<file path="src/rtl/addsub_arbiter.sv">
// rtl/addsub_arbiter.sv - two-requester round-robin add/subtract unit with a one-entry result register
// Optional signed-overflow output res_ovf is enabled by defining ADDSUB_ARB_OVF_EN.
module addsub_arbiter #(
  parameter int WIDTH = 4
) (
  input  logic             clk,
  input  logic             rst_n,
  input  logic             req0_valid,
  output logic             req0_ready,
  input  logic [WIDTH-1:0] req0_a,
  input  logic [WIDTH-1:0] req0_b,
  input  logic             req0_mode,
  input  logic             req1_valid,
  output logic             req1_ready,
  input  logic [WIDTH-1:0] req1_a,
  input  logic [WIDTH-1:0] req1_b,
  input  logic             req1_mode,
  output logic             res_valid,
  input  logic             res_ready,
  output logic [WIDTH-1:0] res_s,
  output logic             res_cout,
`ifdef ADDSUB_ARB_OVF_EN
  output logic             res_ovf,
`endif
  output logic             res_id
);

  typedef enum logic {IDLE, RESULT} state_t;

  state_t           state;
  logic             last_id;
  logic             grant;
  logic [WIDTH-1:0] sel_a;
  logic [WIDTH-1:0] sel_b;
  logic             sel_mode;
  logic [WIDTH-1:0] b_x;
  logic [WIDTH:0]   sum;

  // On a tie the requester that did not produce the last result wins.
  always_comb begin
    grant = 1'b0;
    if (req0_valid && req1_valid) grant = ~last_id;
    else                          grant = req1_valid;
  end

  assign req0_ready = rst_n && (state == IDLE) && req0_valid && !grant;
  assign req1_ready = rst_n && (state == IDLE) && req1_valid &&  grant;

  assign sel_a    = grant ? req1_a    : req0_a;
  assign sel_b    = grant ? req1_b    : req0_b;
  assign sel_mode = grant ? req1_mode : req0_mode;
  assign b_x      = sel_b ^ {WIDTH{sel_mode}};
  assign sum      = {1'b0, sel_a} + {1'b0, b_x} + {{WIDTH{1'b0}}, sel_mode};

`ifdef ADDSUB_ARB_OVF_EN
  logic ovf;
  // Same-sign operands producing an opposite-sign result == carry-in XOR carry-out of the MSB.
  assign ovf = (sel_a[WIDTH-1] == b_x[WIDTH-1]) && (sum[WIDTH-1] != sel_a[WIDTH-1]);
`endif

  always_ff @(posedge clk) begin
    if (!rst_n) begin
      state     <= IDLE;
      res_valid <= 1'b0;
      res_s     <= '0;
      res_cout  <= 1'b0;
      res_id    <= 1'b0;
      last_id   <= 1'b1;
`ifdef ADDSUB_ARB_OVF_EN
      res_ovf   <= 1'b0;
`endif
    end else begin
      case (state)
        IDLE: begin
          if (req0_ready || req1_ready) begin
            state     <= RESULT;
            res_valid <= 1'b1;
            res_s     <= sum[WIDTH-1:0];
            res_cout  <= sum[WIDTH];
            res_id    <= grant;
`ifdef ADDSUB_ARB_OVF_EN
            res_ovf   <= ovf;
`endif
          end
        end
        RESULT: begin
          if (res_ready) begin
            state     <= IDLE;
            res_valid <= 1'b0;
            last_id   <= res_id;
          end
        end
        default: state <= IDLE;
      endcase
    end
  end

endmodule

</file>
<file path="config.mk">
export PLATFORM = sky130hd
export DESIGN_NAME = addsub_arbiter
export DESIGN_NICKNAME = d
export VERILOG_FILES = /design/src/rtl/addsub_arbiter.sv
export SDC_FILE = /design/constraint.sdc
export NUM_CORES = 1
export LEC_CHECK = 0
export ABC_AREA = 1
export CAP_MARGIN = 40
export CORE_MARGIN = 2
export CORE_UTILIZATION = 38
export CTS_BUF_LIST = sky130_fd_sc_hd__clkbuf_2 sky130_fd_sc_hd__clkbuf_4 sky130_fd_sc_hd__clkbuf_8
export CTS_CLUSTER_SIZE = 8
export DETAILED_ROUTE_END_ITERATION = 8
export PLACE_DENSITY = 0.81
export SYNTH_ARGS = -nofsm -noshare
export SYNTH_HDL_FRONTEND = slang
export SYNTH_SLANG_ARGS = --single-unit
</file>
<file path="constraint.sdc">
create_clock -name clk -period 2.09 [get_ports clk]
set_clock_uncertainty 0.15 [all_clocks]
set_input_delay 0.627 -clock clk [delete_from_list [all_inputs] [get_ports clk]]
set_output_delay 0.627 -clock clk [all_outputs]
set_load 0.03 [all_outputs]
</file>
==> impl_metrics.py <==
metrics = {
    "cts": {
        "clock_tree.root_cell": "clkbuf_4",
        "worstSkewPairLatency_ps": 260,
        "clk_pin_slew_ps": 60,
        "htreeDepth": 1,
        "clk_path_buf_depth": 2,
        "cts_made_buffers": 3,
        "holdBufCountCts": 0,
        "cts_tree": "done",
        "cts_sinks": 9,
    },
    "synthesis": {
        "synth_edf_count": 0,
        "synth_cells": 97,
        "syn_nets": 124,
        "synth_seq_cells": 9,
        "synth_commonest_cells": "21 x nand2_1, 16 x inv_1, 9 x dfxtp_1",
        "async_reset_ff_share_pct": 0,
        "synthFlopType": "dfxtp_1",
        "yosysTopAreaCellShare_pct": 26.1,
        "yosys-top-cells-area": "dfxtp_1 26%, nand2_1 11%, inv_1 8.7%",
        "syn-mean-instance-area_um2": 7.11,
        "yosys_warnings": 0,
        "yosysTopAreaCell": "dfxtp_1",
        "netlist_area_um2": 689,
        "synth.most_common_cell": "nand2_1",
        "ys_seq_area_share_pct": 26.1,
        "ys_types": 21,
    },
    "worst_hold_path": {
        "holdCritPathClass": "flop to flop",
    },
    "floorplanning": {
        "rows": 15,
        "dieArea_um2": 2170,
        "num_io_pins": 32,
        "initial_core_util_pct": 40.4,
        "core_um2": 1710,
        "die_y_um": 46.6,
        "chipWidth_um": 46.6,
    },
    "cells_and_area": {
        "diodes": 0,
        "layout.nets": 172,
        "syn2layout_area_growth_pct": 76.6,
        "seq_area_um2": 181,
        "fill_cells": 131,
        "drive_above_1_share_pct": 32.6,
        "fin_area_um2": 1220,
        "multiInputGateArea_um2": 490,
        "fin_util_pct": 71.3,
    },
    "timing": {
        "hold_viol": 0,
        "period_share_pct": 99.3,
        "finalSetupViolCount": 0,
        "fin_hold_ws_ps": 332,
        "slew_violations": 0,
        "max-slew-margin-rel_pct": 78.7,
        "rsz0062_at_grt": "true",
        "period_minus_slack_ps": 2070,
        "tns_ps": 0,
        "max_freq_mhz": 482,
        "tightest_slew_ps": 320,
    },
    "pwr": {
        "p_per_area_nw_per_um2": 570,
        "finalPower_uw": 694,
        "ir_drop_mv": 0.505,
        "leakage_nw": 0.664,
    },
    "routing": {
        "drt_pass1_iterations": 4,
        "wl_per_cell_um": 10.5,
        "drc": 0,
        "drtIter0Drc": 5,
        "num_vias": 783,
        "drt-total-wl_um": 1780,
        "viasPerCell": 4.63,
        "antenna_left": 0,
    },
    "critical_path": {
        "critPathLaunchType": "input pin",
        "critical_path.max_fanout": 2,
        "crit_type": "input pin to flop",
        "arrival_ps": 2110,
        "crit_required_ps": 2130,
        "critPathCaptureType": "flop",
    },
    "global_route": {
        "grtUsageMet2_pct": 34.7,
        "grt_pass1_vias": 712,
        "grt_pass1_wl_um": 2790,
        "grt_usage_pct": 18.3,
        "antenna_found_initial": 0,
        "grt_use_met1_pct": 19.4,
        "top_usage_layer": "met2",
        "grt_max_degree": 13,
        "grtUsageMet3_pct": 5.88,
        "grt_overflow": 0,
    },
    "run": {
        "cap_violations": 0,
    },
    "place": {
        "hpwl_um": 1400,
        "port_buffers": 31,
        "dpl_cell_area_um2": 1100,
        "gp_congestion": 0.771,
    },
    "run_status": {
        "status": "finished clean",
    },
}
-- cell type report --
cell class / instances / share of cell area [%]
well taps: 25 / 2.57
flip-flops and latches: 9 / 14.9
multi-input cells: 69 / 40.3
inverters: 16 / 5.14
repair buffers: 46 / 34.6
clock buffers: 4 / 2.47
-- stage by stage --
stage | setup WS, ps | std cells
finish | 15.5 | 169
floorplan | -151 | 97
global route | -85.1 | 169
global placement | -713 | 161
CTS | 13.4 | 165
detailed placement | -790 | 161
-- worst max-delay path, stage by stage --
cell	delay, ps
clkdlybuf4s50_1	450
inv_1	30
nand3_1	80
nand2_2	70
nand2_2	80
nand2_2	60
fa_2	370
nand3b_1	160
a31oi_1	180
-- kinds of logic after synthesis --
kind of cell,share of synthesized area (%)
simple gates,32.3
buf+inv,12.5
compound gates,11.3
flops,26.1
xor+xnor,5.08
fa+ha+maj,8.35
mux,4.36
-- placed cells by master, fill, tap and decap left out, types with 2 or more instances in the layout --
| cell type | count |
|---|---|
| xor2_1 | 3 |
| nand2_8 | 2 |
| nand3b_1 | 3 |
| inv_1 | 14 |
| nor2_1 | 3 |
| mux2i_1 | 2 |
| clkdlybuf4s15_1 | 2 |
| dfxtp_1 | 8 |
| nand2_1 | 17 |
| buf_4 | 17 |
| dlygate4sd2_1 | 5 |
| nand3_1 | 8 |
| o21ai_2 | 2 |
| nand3_2 | 2 |
| nand2_2 | 10 |
| clkdlybuf4s50_1 | 16 |
| clkbuf_4 | 4 |
| o21ai_0 | 4 |
| dlymetal6s2s_1 | 4 |
| a21oi_1 | 3 |
| ha_1 | 3 |
-- path summary, 6_finish.rpt --
| check | slack [ps] | depth (start not counted) | startpoint | to |
|---|---|---|---|---|
| setup / recovery | 20 | 9 | req1_a[0] | res_cout |
| hold / removal | 330 | 2 | res_id | res_id |
| setup reg to reg | 70 | 14 | last_id | res_s[3] |
| hold reg to reg | 330 | 2 | res_id | res_id |
-- flip-flops by register name, indices dropped and copies added, names as in the netlist --
name	count
res_cout	1
last_id	1
res_s	4
res_id	1
state	1
res_valid	1
-- layer usage --
layer / vias up / share of wire, %
met5: - / 0
met1: 356 / 39
li1: 407 / -
met3: 0 / 4.7
met4: 0 / 0
met2: 20 / 56
-- what timing repair did --
| item | in CTS | in global routing |
|---|---|---|
| gates resized for setup | 26 | 13 |
| pin swaps | 11 | 15 |
| hold endpoints to repair | 0 | 0 |
| setup buffers | 0 | 4 |
| setup endpoints to repair | 7 | 8 |
-- report_power, final --
| part | internal (mW) | switching [mW] | total [mW] |
|---|---|---|---|
| Clock | 0.0866 | 0.0622 | 0.149 |
| Sequential | 0.191 | 0.0115 | 0.203 |
| Combinational | 0.169 | 0.173 | 0.342 |
| Total | 0.447 | 0.247 | 0.694 |
Power figures use the tool's default switching activity.
